==> config.mk <==
export PLATFORM = sky130hd
export DESIGN_NAME = axi4l_to_wb_bridge
export DESIGN_NICKNAME = d
export VERILOG_FILES = /design/src/rtl/axi4l_to_wb_bridge.sv
export SDC_FILE = /design/constraint.sdc
export NUM_CORES = 1
export LEC_CHECK = 0
export ABC_AREA = 1
export CAP_MARGIN = 15
export CORE_ASPECT_RATIO = 0.7
export CORE_MARGIN = 4
export CORE_UTILIZATION = 50
export CTS_BUF_LIST = sky130_fd_sc_hd__clkbuf_8
export DETAILED_ROUTE_END_ITERATION = 16
export GPL_TIMING_DRIVEN = 0
export HOLD_SLACK_MARGIN = 0.12
export PLACE_DENSITY = 0.82
export SLEW_MARGIN = 25
export SYNTH_ARGS = -nofsm -noshare
export SYNTH_HDL_FRONTEND = slang
export SYNTH_SLANG_ARGS = --single-unit
==> constraint.sdc <==
create_clock -name CLK -period 2.1 [get_ports CLK]
set_clock_uncertainty 0.15 [all_clocks]
set_input_delay 0.42 -clock CLK [delete_from_list [all_inputs] [get_ports CLK]]
set_output_delay 0.42 -clock CLK [all_outputs]
set_load 0.01 [all_outputs]
==> src/rtl/axi4l_to_wb_bridge.sv <==
// AXI4-Lite slave to pipelined Wishbone master bridge, one transaction at a time.
// Optional Wishbone cycle timeout is built when AXI4L2WB_TIMEOUT_EN is defined.
module axi4l_to_wb_bridge #(
    parameter int unsigned ADDR_WIDTH     = 32,
    parameter int unsigned DATA_WIDTH     = 32,
    parameter int unsigned TIMEOUT_CYCLES = 255
) (
    input  logic                    CLK,
    input  logic                    RSTN,
    input  logic [ADDR_WIDTH-1:0]   s_awaddr,
    input  logic                    s_awvalid,
    output logic                    s_awready,
    input  logic [DATA_WIDTH-1:0]   s_wdata,
    input  logic [DATA_WIDTH/8-1:0] s_wstrb,
    input  logic                    s_wvalid,
    output logic                    s_wready,
    output logic [1:0]              s_bresp,
    output logic                    s_bvalid,
    input  logic                    s_bready,
    input  logic [ADDR_WIDTH-1:0]   s_araddr,
    input  logic                    s_arvalid,
    output logic                    s_arready,
    output logic [DATA_WIDTH-1:0]   s_rdata,
    output logic [1:0]              s_rresp,
    output logic                    s_rvalid,
    input  logic                    s_rready,
    output logic                    wb_cyc,
    output logic                    wb_stb,
    output logic                    wb_we,
    output logic [ADDR_WIDTH-1:0]   wb_adr,
    output logic [DATA_WIDTH-1:0]   wb_dat_o,
    output logic [DATA_WIDTH/8-1:0] wb_sel,
    input  logic [DATA_WIDTH-1:0]   wb_dat_i,
    input  logic                    wb_ack,
    input  logic                    wb_err,
    input  logic                    wb_stall
);
    localparam int unsigned StrbW = DATA_WIDTH / 8;

    typedef enum logic [2:0] {StIdle, StWbReq, StWbWait, StBResp, StRResp} state_e;

    state_e                state_q;
    logic                  aw_held_q, w_held_q, ar_held_q, last_was_write_q;
    logic [ADDR_WIDTH-1:0] aw_addr_q, ar_addr_q;
    logic [DATA_WIDTH-1:0] w_data_q;
    logic [StrbW-1:0]      w_strb_q;

    logic idle, aw_in, w_in, ar_in, aw_ok, w_ok, ar_ok;
    logic write_pend, read_pend, grant_write, grant_read;
    logic timeout_hit, wb_end, resp_err;

    assign idle      = (state_q == StIdle);
    assign s_awready = RSTN & idle & ~aw_held_q;
    assign s_wready  = RSTN & idle & ~w_held_q;
    assign s_arready = RSTN & idle & ~ar_held_q;

    assign aw_in = s_awvalid & s_awready;
    assign w_in  = s_wvalid & s_wready;
    assign ar_in = s_arvalid & s_arready;

    // Requests completing their handshake this cycle can be granted on the same edge.
    assign aw_ok = aw_held_q | aw_in;
    assign w_ok  = w_held_q | w_in;
    assign ar_ok = ar_held_q | ar_in;

    assign write_pend  = idle & aw_ok & w_ok;
    assign read_pend   = idle & ar_ok;
    assign grant_write = write_pend & (~read_pend | ~last_was_write_q);
    assign grant_read  = read_pend & ~grant_write;

    assign wb_end   = wb_cyc & (wb_ack | wb_err | timeout_hit);
    assign resp_err = wb_err | (timeout_hit & ~wb_ack);

`ifdef AXI4L2WB_TIMEOUT_EN
    localparam int unsigned CntW = $clog2(TIMEOUT_CYCLES + 1);

    logic [CntW-1:0] tmo_cnt_q;

    always_ff @(posedge CLK) begin
        if (!RSTN || !wb_cyc) begin
            tmo_cnt_q <= '0;
        end else begin
            tmo_cnt_q <= tmo_cnt_q + 1'b1;
        end
    end

    assign timeout_hit = wb_cyc && (tmo_cnt_q == CntW'(TIMEOUT_CYCLES - 1));
`else
    assign timeout_hit = 1'b0;

    // TIMEOUT_CYCLES only matters when the timeout counter is built.
    if (TIMEOUT_CYCLES == 0) begin : g_no_timeout
    end
`endif

    always_ff @(posedge CLK) begin
        if (!RSTN) begin
            state_q          <= StIdle;
            aw_held_q        <= 1'b0;
            w_held_q         <= 1'b0;
            ar_held_q        <= 1'b0;
            last_was_write_q <= 1'b0;
            aw_addr_q        <= '0;
            ar_addr_q        <= '0;
            w_data_q         <= '0;
            w_strb_q         <= '0;
            wb_cyc           <= 1'b0;
            wb_stb           <= 1'b0;
            wb_we            <= 1'b0;
            wb_adr           <= '0;
            wb_dat_o         <= '0;
            wb_sel           <= '0;
            s_bvalid         <= 1'b0;
            s_bresp          <= 2'b00;
            s_rvalid         <= 1'b0;
            s_rresp          <= 2'b00;
            s_rdata          <= '0;
        end else begin
            if (aw_in) aw_addr_q <= s_awaddr;
            if (w_in) begin
                w_data_q <= s_wdata;
                w_strb_q <= s_wstrb;
            end
            if (ar_in) ar_addr_q <= s_araddr;

            if (grant_write) begin
                aw_held_q <= 1'b0;
                w_held_q  <= 1'b0;
            end else begin
                if (aw_in) aw_held_q <= 1'b1;
                if (w_in)  w_held_q  <= 1'b1;
            end
            if (grant_read) begin
                ar_held_q <= 1'b0;
            end else if (ar_in) begin
                ar_held_q <= 1'b1;
            end

            unique case (state_q)
                StIdle: begin
                    if (grant_write) begin
                        wb_adr           <= aw_held_q ? aw_addr_q : s_awaddr;
                        wb_dat_o         <= w_held_q ? w_data_q : s_wdata;
                        wb_sel           <= w_held_q ? w_strb_q : s_wstrb;
                        wb_we            <= 1'b1;
                        wb_cyc           <= 1'b1;
                        wb_stb           <= 1'b1;
                        last_was_write_q <= 1'b1;
                        state_q          <= StWbReq;
                    end else if (grant_read) begin
                        wb_adr           <= ar_held_q ? ar_addr_q : s_araddr;
                        wb_dat_o         <= '0;
                        wb_sel           <= '1;
                        wb_we            <= 1'b0;
                        wb_cyc           <= 1'b1;
                        wb_stb           <= 1'b1;
                        last_was_write_q <= 1'b0;
                        state_q          <= StWbReq;
                    end
                end
                StWbReq, StWbWait: begin
                    if (wb_end) begin
                        wb_cyc <= 1'b0;
                        wb_stb <= 1'b0;
                        wb_we  <= 1'b0;
                        if (wb_we) begin
                            s_bresp  <= resp_err ? 2'b10 : 2'b00;
                            s_bvalid <= 1'b1;
                            state_q  <= StBResp;
                        end else begin
                            s_rresp  <= resp_err ? 2'b10 : 2'b00;
                            s_rdata  <= resp_err ? '0 : wb_dat_i;
                            s_rvalid <= 1'b1;
                            state_q  <= StRResp;
                        end
                    end else if (state_q == StWbReq && !wb_stall) begin
                        wb_stb  <= 1'b0;
                        state_q <= StWbWait;
                    end
                end
                StBResp: begin
                    if (s_bready) begin
                        s_bvalid <= 1'b0;
                        state_q  <= StIdle;
                    end
                end
                StRResp: begin
                    if (s_rready) begin
                        s_rvalid <= 1'b0;
                        state_q  <= StIdle;
                    end
                end
                default: state_q <= StIdle;
            endcase
        end
    end

endmodule

* After elaboration in Yosys (flattened, before gate mapping)
Cells that the tools add are included.
** Operators by class
- Multiplexer cells :: 38
- Equality and inequality tests :: 11
- Reduce and logical (&&, ||, !) cells :: 18
- Bitwise logic cells :: 26
** Operators by type and width (count)
- two-way mux 32 bit :: 8
- two-way mux 3 bit :: 7
- AND 1 bit :: 13
- two-way mux 1 bit :: 13
- two-way mux 4 bit :: 3
- one-hot mux 3 bit (4 select lines) :: 1
- AND reduction 3 bit :: 4
- AND reduction 4 bit :: 3
- != test 2 bit, second input constant :: 5
- one-hot mux 1 bit (2 select lines) :: 5
- NOT 1 bit :: 8
- nonzero test 2 bit :: 4
- == test 3 x 2 -> 1 bit, second input constant :: 2
- OR reduction 2 bit :: 3
- OR 1 bit :: 5
- == test 3 x 1 -> 1 bit, second input constant :: 1
- == test 3 bit, second input constant :: 1
- logical NOT 3 bit :: 1
- != test 3 x 1 -> 1 bit, second input constant :: 1
- != test 3 bit, second input constant :: 1
- two-way mux 2 bit :: 1
- AND reduction 2 bit :: 1
- logical AND 1 bit :: 1
- logical NOT 1 bit :: 1
** Storage, ports and cells
- Bits in registers :: 216
- Word-level logic and storage cells :: 113

* Longest topological paths before layout
Gate-level depths: netlist of the first run.
- Depth in word-level cells :: 14
- Depth in mapped cells :: 12
- Gate-level depth less buffers :: 11

* Least setup slack after synthesis of the first run
Ideal clock, no wire load.
- Path type :: input to register
- From :: input port RSTN
- To :: register wb_sel[0]
- Stages :: 10
- Setup slack :: 0.238 ns
- Data required time :: 1.837 ns
- Data arrival time :: 1.599 ns
- Library setup time :: 0.113 ns
- Cells stage by stage :: buf_2 nand3_4 o21ai_1 inv_2 nor2_4 nand2_2 buf_6 buf_4 o21ai_1 nor2_1
** Between the ends
- Cells in the longest elaborated chain, start to end :: 12
- Elaborated cells on any way between the ends :: 21
- Classes of those cells :: 1 x mux; 18 x bitwise; 2 x reduce/logical
** RTL lines
- from (decl) :: line 9 : input logic RSTN,
- AND 1 bit :: line 53, 54, 55
- AND 1 bit :: line 55 : assign s_arready = RSTN & idle & ~ar_held_q;
- AND 1 bit :: line 59 : assign ar_in = s_arvalid & s_arready;
- OR 1 bit :: line 64 : assign ar_ok = ar_held_q | ar_in;
- AND 1 bit :: line 67 : assign read_pend = idle & ar_ok;
- NOT 1 bit :: line 68 : assign grant_write = write_pend & (~read_pend | ~last_was_write_q);
- OR 1 bit :: line 68
- AND 1 bit :: line 68
- NOT 1 bit :: line 69 : assign grant_read = read_pend & ~grant_write;
- AND 1 bit :: line 69
- nonzero test 2 bit (no source line)
- AND reduction 2 bit (no source line)
- to (signal assigned) :: line 144 : wb_sel <= w_held_q ? w_strb_q : s_wstrb;
- to (decl) :: line 32 : output logic [DATA_WIDTH/8-1:0] wb_sel,
Several ways; a longest one is shown, not always the timed one.
A chain may end at the register's enable or synchronous reset.

* Worst setup path in the final report of the first run
- From :: register state_q[1]
- To :: register wb_dat_o[25]
** Between the ends
- Cells in the longest elaborated chain, start to end :: 13
- Elaborated cells on any way between the ends :: 22
- Classes of those cells :: 1 x mux; 18 x bitwise; 3 x reduce/logical
** RTL lines
- from (decl) :: line 42 : state_e state_q;
- from (signal assigned) :: line 98 : state_q <= StIdle;
- from (signal assigned) :: line 149 : state_q <= StWbReq;
- from (signal assigned) :: line 158 : state_q <= StWbReq;
- logical NOT 3 bit (*) :: line 52, 139
- AND 1 bit :: line 53, 54, 55
- AND 1 bit :: line 55
- AND 1 bit :: line 59
- OR 1 bit :: line 64
- AND 1 bit :: line 67
- NOT 1 bit :: line 68
- OR 1 bit :: line 68
- AND 1 bit :: line 68
- NOT 1 bit :: line 69
- AND 1 bit :: line 69
- nonzero test 2 bit (no source line)
- AND reduction 2 bit (no source line)
- to (signal assigned) :: line 143 : wb_dat_o <= w_held_q ? w_data_q : s_wdata;
- to (decl) :: line 31 : output logic [DATA_WIDTH-1:0] wb_dat_o,
Every way passes the cells marked *; elsewhere a longest branch is shown, timed or not.

==> results of run 1 <==
-- per-stage QoR --
stage          hold slack [ns]  std cells  setup TNS, ns  power, uW
5_1_grt                  0.297       1866          -6.48      14100
3_3_place_gp             0.287       1778         -50.61       9020
2_1_floorplan            0.279       1292              0       7380
3_5_place_dp             0.295       1778         -55.09       9110
4_1_cts                  0.288       1844      -0.000292      12800
6_report                 0.306       1866          -1.06      13400
-- timing repair --
item,4_1_cts,5_1_grt
gates resized for setup,53,138
endpoints found under the setup margin,105,190
hold endpoints to repair,0,0
pin swaps,7,12
cloned,0,9
buffers inserted,3,14
-- routing by layer --
layer | up-vias | routed length [um] | part of all wire (%) | GRT usage [%]
met5 | - | 0 | 0 | 0
met4 | 0 | 593 | 1.8 | 6.48
met2 | 586 | 14500 | 43 | 42.8
met3 | 70 | 3840 | 11 | 8.02
met1 | 4809 | 14500 | 43 | 42.6
li1 | 4893 | - | - | -
-- registers in the layout, indices dropped and copies added (netlist names), 4 cells and up --
register	cells
wb_adr	32
wb_sel	4
w_strb_q	4
aw_addr_q	32
wb_dat_o	32
s_rdata	32
ar_addr_q	32
w_data_q	32
-- path summary, 6_finish.rpt --
kind / end / slack, ns / cells past startpoint
max: wb_dat_o[25] / -0.06 / 11
min: w_data_q[13] / 0.31 / 2
max reg2reg: wb_dat_o[25] / -0.06 / 11
min reg2reg: w_data_q[13] / 0.31 / 2
-- layout by cell type (no fill, tap or decap), drive strengths merged, types with 7 or more instances in the layout --
cell           count
clkbuf           103
a21oi            127
a22oi             10
clkdlybuf4s50    247
o21ai            158
nand2            247
inv              126
mux2i             17
o2111ai           25
buf               65
nor2             138
nand4             17
nand3            101
clkinv             7
dfxtp            214
or2               13
-- cells by family (layout without fill, tap and decap cells) --
family                 after synthesis  after routing
and+or+nand+nor                    520            521
AOI/OAI and AO/OA                  324            324
buffers and inverters              215            552
DFF                                214            214
muxes                               17             17
other                                1              2
-- power by group --
| group | total (uW) | internal, uW | switching (uW) | leakage, uW |
|---|---|---|---|---|
| registers | 5120 | 4740 | 386 | 0.00175 |
| logic | 4760 | 2090 | 2670 | 0.00329 |
| clock network | 3550 | 1860 | 1700 | 0.000404 |
-- area by class of cell --
class / count / area, sq um
plain buffers: 98 / 632
clock buffers: 43 / 592
flip-flops and latches: 214 / 4290
repair buffers: 274 / 2830
inverters: 116 / 453
multi-input cells: 864 / 4510
well taps: 236 / 295
clock inverters: 20 / 88.8
repair inverters: 1 / 5.00
fillers: 1403 / 4460
-- critical path, stage by stage (launching register included) --
cell	delay, ns
dfxtp_4	0.36
nor2_4	0.13
nand3_4	0.14
buf_6	0.16
o21ai_4	0.14
inv_2	0.07
nor2_4	0.14
buf_12	0.15
buf_6	0.17
clkbuf_16	0.17
o2111ai_1	0.13
a21oi_2	0.18
==> qor.txt, run 1 <==
DR pass1 iterations - 6
outcome - complete, but fails checks
Rows - 41
Core Footprint - 18200 sq um
Via density - 5.55
Startpoint Class - flop
DP Wirelength - 23100 um
gr usage total - 29.1%
Synth Area in Adders - 0%
initial antenna violation count - 0
die area - 20900 sq um
utilization after layout - 75.4%
maximum VDD drop - 649 uV
most instantiated cells after synthesis - 245 x nand2_1, 214 x dfxtp_1, 152 x o21ai_0
RSZ-0062 raised after global routing - true
Detail Route Antenna Nets - 0
critical path type - reg -> reg
worst slack at placement - -0.604 ns
GRT overflow - 0
first-pass GRT wire length - 49200 um
final max-slew violation count - 0
layout cells sized above 1 - 14.1%
violations in the final reports - setup timing
Worst-path clk slew - 0.06 ns
# IOs - 254
Main synth FF type - dfxtp_1
FF+latch count, synth - 214
TritonCTS Sinks - 214
Root Buffer - clkbuf_8
Fmax - 463 MHz
Synth Area in XOR/XNOR - 0%
initial DRC count - 1338
routed len/inst - 17.9 um
Worst slew margin - 50.2%
CTS tree - done
n_diodes - 0
register area share after synthesis - 46.0%
worst skew pair latency - 0.53 ns
yosys warns - 0
EDFF count, synth - 0
largest net degree at the start of global routing - 11
Yosys cell types - 33
number of max-cap violations - 0
Hold Fails Final Rpt - 0
dpl cell area - 12100 sq um
multiplexer share of the synthesized area - 1.83%
CP startpoint - state_q[1]
cts bufs inserted - 35
DRC viols - 0
Placer Congestion - 0.911
final worst setup slack - -0.0577 ns
die width - 171 um
Mapped Area - 9320 sq um
Worst-Margin Slew - 0.747 ns
Period minus WS final - 2.16 ns
Post-synth ARST share - 0%
cell area after layout - 13700 sq um
Starting Density - 51.3%
Hold Path Class - reg -> reg
Leak Pwr - 0.00543 uW
biggest fanout along the worst timing path - 6
CTS Hold Bufs - 0
number of global-route vias before repair - 9405
largest family of logic cells by synthesized area - simple AND/OR/NAND/NOR gates
Simple-Gate Fraction of Synth Area - 23.6%
Cells after Synth - 1291
syn_area_per_cell - 7.22 sq um
most common cell in the netlist - nand2_1
Synth top area share - 46.0%
setup violators final - 49
Vias - 10400
PD cells - 981 nW/um^2
launching point of the worst reg2reg path - state_q[1]
port bufs - 250
largest cells by area after synthesis - dfxtp_1 46%, nand2_1 9.9%, o21ai_0 8.2%
DIE HEIGHT - 122 um
post-synthesis compound-gate area fraction - 18.9%
CP endpoint kind - flop
fin crit share - 103%
Worst Path Required - 2.39 ns
worst path arrival time - 2.44 ns
Detailed Route WL - 33500 um
worst min-delay path startpoint - w_data_q[13]
Max H-tree Level - 2
CTS Buffer Depth - 3
leading area contributor after synthesis - dfxtp_1
Final nets - 1746
area grow syn2layout - 47.0%
(Power assumes the default switching activity.)
==> inputs of run 2 (changes only) <==
--- a/config.mk
+++ b/config.mk
@@ -15,6 +15,7 @@
 export GPL_TIMING_DRIVEN = 0
 export HOLD_SLACK_MARGIN = 0.12
 export PLACE_DENSITY = 0.82
+export SETUP_SLACK_MARGIN = 0.05
 export SLEW_MARGIN = 25
 export SYNTH_ARGS = -nofsm -noshare
 export SYNTH_HDL_FRONTEND = slang
==> run 2 against run 1 <==
  * Cell count is 0.64% lower
  * First-iteration DRC count down 6.3%
  * Sequential power is essentially flat
  * Die area stayed put
  * Power shrank 2.3%
  * Clock power hardly changed
  * Fmax increased by 3.3%
  * Clock-buffer cell count unchanged
  * Routed wire length is 3.6% lower
  * Design area shrank 2.7%
  * The flow now finishes without violations
==> qor.txt, run 2 (synthesis results as in run 1) <==
GRT overflow - 0
Worst slew margin - 51.8%
initial antenna violation count - 0
Cell Chain, Critical Path - nor2_4 > nand3_4 > buf_12 > nor2_4 > buf_6
final worst setup slack - 0.0108 ns
n_diodes - 0
Final nets - 1734
maximum VDD drop - 644 uV
fin crit share - 99.5%
post-route setup TNS - 0 ns
initial DRC count - 1254
setup violators final - 0
Comb power frac - 34.1%
Rows - 41
first-pass GRT wire length - 49400 um
hold slack - 0.305 ns
PD cells - 986 nW/um^2
Core Footprint - 18200 sq um
Period minus WS final - 2.09 ns
Max H-tree Level - 2
Detail Route Antenna Nets - 0
Startpoint Class - flop
CP startpoint - state_q[0]
layout cells sized above 1 - 11.7%
Vias - 10100
most frequent cells in the layout - 238 x nand2_1, 236 x clkdlybuf4s50_1, 211 x dfxtp_1
Worst-path clk slew - 0.07 ns
worst skew pair latency - 0.52 ns
Fmax - 479 MHz
Worst Path Required - 1.53 ns
die width - 171 um
Leak Pwr - 0.00550 uW
routed len/inst - 17.4 um
launching point of the worst reg2reg path - state_q[0]
worst min-delay path startpoint - w_data_q[20]
DR pass1 iterations - 6
Placer Congestion - 0.911
worst path arrival time - 1.52 ns
cell repeated most along the worst path - nor2_4
biggest fanout along the worst timing path - 4
Seq pwr share - 38.9%
worst slack at placement - -0.604 ns
total power draw - 13100 uW
DIE HEIGHT - 122 um
CTS tree - done
Internal - 8520 uW
number of global-route vias before repair - 9440
Via density - 5.47
# IOs - 254
number of max-cap violations - 0
DP Wirelength - 23100 um
r2r setup slk - 0.01 ns
Worst-Margin Slew - 0.723 ns
cts bufs inserted - 35
final max-slew violation count - 0
gr usage total - 29.2%
slowest cell delay on critical path - 0.35 ns
CP max stage cell - dfxtp_2
Switching Fraction - 35.1%
commonest non-fill, non-tap cell in the layout - nand2_1
die area - 20900 sq um
Root Buffer - clkbuf_8
clock share of power - 27.0%
largest net degree at the start of global routing - 11
Starting Density - 51.3%
Hold Fails Final Rpt - 0
outcome - finished clean
# placed instances - 1778
P_sw - 4610 uW
RSZ-0062 raised after global routing - true
area grow syn2layout - 42.9%
CTS Buffer Depth - 3
TritonCTS Sinks - 214
port bufs - 250
DRC viols - 0
Detailed Route WL - 32300 um
CP endpoint kind - output pin
Hold Path Class - reg -> reg
Cell Count, Final, Fillers Out - 1854
# fillers - 1475
critical path type - reg -> out
-- run 2: per-stage QoR --
stage               instance area (sq um)  utilization [%]
finish                              13300             73.3
floorplan                            9320                -
CTS                                 13100             71.9
global route                        13300             73.3
detailed placement                  12100             66.7
global placement                    12100             66.7
-- run 2: layout make-up --
| type | count | area, sq um | area share (%) |
|---|---|---|---|
| repair buffers | 263 | 2690 | 20.2 |
| well taps | 236 | 295 | 2.22 |
| clock buffers | 43 | 592 | 4.44 |
| plain buffers | 99 | 588 | 4.41 |
| clock inverters | 20 | 88.8 | 0.667 |
| flip-flops and latches | 214 | 4290 | 32.2 |
| inverters | 116 | 450 | 3.38 |
| multi-input cells | 863 | 4330 | 32.5 |
-- run 2: power groups by stage --
| stage | clock, uW | combinational (uW) | sequential, uW |
|---|---|---|---|
| 6_report | 3540 | 4480 | 5100 |
| 5_1_grt | 3770 | 4890 | 5170 |
| 4_1_cts | 3560 | 4200 | 5090 |
| 3_5_place_dp | 0 | 3950 | 5160 |
| 3_3_place_gp | 0 | 3880 | 5140 |
| 2_1_floorplan | 0 | 2150 | 5230 |
-- run 2: path summary, 6_finish.rpt --
path                                endpoint  cells past startpoint
worst max-delay path               s_arready                      5
worst min-delay path            w_data_q[20]                      2
worst max register to register    wb_adr[26]                     12
worst min register to register  w_data_q[20]                      2
-- run 2: layer usage --
metal	track usage, %	vias to the layer above	wire length (um)
li1	-	4866	-
met1	42.8	4683	14300
met2	43.3	552	13900
met3	7.86	44	3660
met4	6.33	0	448
met5	0	-	0
-- run 2: critical path, delay by kind of cell, from the launching register on --
kind                   cells  cell delay, ns
flip-flops                 1            0.35
AND/OR/NAND/NOR            3            0.36
buffers and inverters      2            0.28
-- run 2: what timing repair did --
action                                  CTS  global route
setup buffers                             8             4
hold buffers                              0             0
endpoints found under the hold margin     0             0
gates resized for setup                  73            73
cloned                                    0             1
endpoints found under the setup margin  143           209
pin swaps                                 9            13
==> inputs of run 3 (changes only) <==
--- a/config.mk
+++ b/config.mk
@@ -15,6 +15,7 @@
 export GPL_TIMING_DRIVEN = 0
 export HOLD_SLACK_MARGIN = 0.12
 export PLACE_DENSITY = 0.82
+export REMOVE_ABC_BUFFERS = 1
 export SETUP_SLACK_MARGIN = 0.05
 export SLEW_MARGIN = 25
 export SYNTH_ARGS = -nofsm -noshare
==> run 3 against run 2 <==
  * Highest routed layer unchanged
  * Routed wire length rose by 16%
  * Global-route usage rose by 2.1 points
  * Power rose by 6.7%
  * Sequential share of layout area fell by 2.6 points
  * The run now ends with setup timing left
  * Via count rose by 4.2%
  * Critical path depth did not move
  * Die area did not move
  * Combinational power rose by 20%
  * Sequential power rose by 2%
  * Cell count fell by 1.5%
  * Fmax fell by 5.8%
==> qor.txt, run 3 (synthesis results as in run 1) <==
outcome - complete, but fails checks
violations in the final reports - setup timing
launching point of the worst reg2reg path - state_q[0]
Worst slew margin - 42.2%
dpl cell area - 11900 sq um
Hold Crit Depth - 4
commonest non-fill, non-tap cell in the layout - clkdlybuf4s50_1
final worst setup slack - -0.118 ns
# IOs - 254
Detailed Route WL - 37300 um
Worst Path Required - 1.53 ns
# placed instances - 1687
Final nets - 1714
routed len/inst - 20.4 um
Cell Count, Final, Fillers Out - 1826
CP delay by family, top - simple AND/OR/NAND/NOR gates
DRC viols - 0
Startpoint Class - flop
initial antenna violation count - 0
worst path arrival time - 1.65 ns
largest net degree at the start of global routing - 78
final max-slew violation count - 0
cts bufs inserted - 34
maximum VDD drop - 695 uV
cell repeated most along the worst path - nor2_4
Hold Fails Final Rpt - 0
worst skew pair latency - 0.52 ns
Core Footprint - 18200 sq um
met1 usage - 43.5%
fin crit share - 106%
setup violators final - 64
reg-to-reg endpoint - wb_adr[0]
worst min-delay path startpoint - RSTN
most frequent cells in the layout - 238 x clkdlybuf4s50_1, 237 x nand2_1, 208 x dfxtp_1
Detail Route Antenna Nets - 0
CP max stage cell - dfxtp_2
Most Crowded Layer GR - met2
n_diodes - 0
layout cells sized above 1 - 18.1%
biggest fanout along the worst timing path - 6
CP endpoint kind - output pin
Rows - 41
DP Wirelength - 17400 um
Placer Congestion - 0.780
TritonCTS Sinks - 214
Starting Density - 51.3%
first-pass GRT wire length - 52000 um
Vias - 10600
FF-to-FF path depth - 9
CTS tree - done
cell area after layout - 14500 sq um
Period minus WS final - 2.22 ns
number of global-route vias before repair - 9596
r2r setup slk - -0.10 ns
PD cells - 965 nW/um^2
slowest cell delay on critical path - 0.36 ns
die area - 20900 sq um
utilization after layout - 79.9%
DIE HEIGHT - 122 um
WP buf/inv - 2
worst slack at placement - -2.37 ns
port bufs - 251
Max H-tree Level - 2
hold slack - 0.275 ns
die width - 171 um
number of max-cap violations - 0
CTS Buffer Depth - 3
Worst-Margin Slew - 0.864 ns
M2 GR Usage - 49.3%
Root Buffer - clkbuf_8
critical path type - reg -> out
gr usage total - 31.4%
Hold Path Class - in -> reg
Worst-path clk slew - 0.07 ns
Fmax - 451 MHz
Cell Chain, Critical Path - nor2_4 > nand3_4 > buf_4 > nor2_4 > buf_6
Hold Path Sink - ar_addr_q[18]
RSZ-0062 raised after global routing - true
GRT overflow - 0
Via density - 5.79
area grow syn2layout - 55.7%
initial DRC count - 1241
Leak Pwr - 0.00577 uW
DR pass1 iterations - 6
grt met3 use - 7.31%
[run 3: cell types whose count changed in the layout (fill, tap and decap cells not counted), moves of 22 or more]
cell	previous run	this run
nand3_2	2	48
clkbuf_1	37	0
nand3_1	97	51
nand2_8	1	23
[run 3: worst max path at each step]
stage,from,end,slack [ns],cells after the start
after floorplan,aw_held_q,wb_adr[10],-2.61,9
after global placement,RSTN,wb_stb,-7.44,8
after detailed placement,RSTN,wb_sel[0],-2.37,9
after CTS,state_q[1],wb_adr[28],-0.01,8
after global routing,state_q[0],state_q[1],-0.17,10
final,state_q[0],s_awready,-0.12,5
[run 3: final cells by class]
class	count	area, sq um
clock buffer	42	578
clock inverter	12	48.8
fill	1192	3650
inverter	116	509
multi-input combinational	886	5210
sequential	214	4300
tap	236	295
timing repair buffer	317	3550
timing repair inverter	3	22.5
[run 3: routing by layer]
metal	up-vias	wire length (um)
met5	-	0
met4	0	1040
met3	111	4110
met2	647	16700
met1	4946	15400
li1	4870	-
[run 3: worst register-to-register path, stage by stage (launching register included)]
cell	delay, ns
dfxtp_2	0.36
nor2_4	0.15
nand3_4	0.19
o21ai_4	0.37
nand3_4	0.18
clkbuf_16	0.29
nand2_8	0.16
o21ai_0	0.11
nand2_1	0.09
a21oi_1	0.06
[run 3: power by group]
group / leakage, uW / internal (uW) / total, uW / switching [uW]
Clock: 0.000361 / 1780 / 3440 / 1660
Sequential: 0.00175 / 4740 / 5210 / 467
Combinational: 0.00366 / 2300 / 5360 / 3060
Total: 0.00577 / 8830 / 14000 / 5180
[run 3: repair_timing]
item / CTS / global route
pin swaps: 31 / 47
hold endpoints to repair: 22 / 0
gates resized for setup: 106 / 127
setup endpoints to repair: 202 / 154
cloned: 24 / 12
hold buffers: 2 / 0
buffers inserted: 23 / 27
[run 3: through the flow]
stage | power [uW] | TNS, ns
global placement | 8760 | -1140.56
CTS | 13200 | -0.0152
global route | 14600 | -6.60
finish | 14000 | -2.53
floorplan | 7190 | -258.04
detailed placement | 8960 | -261.82
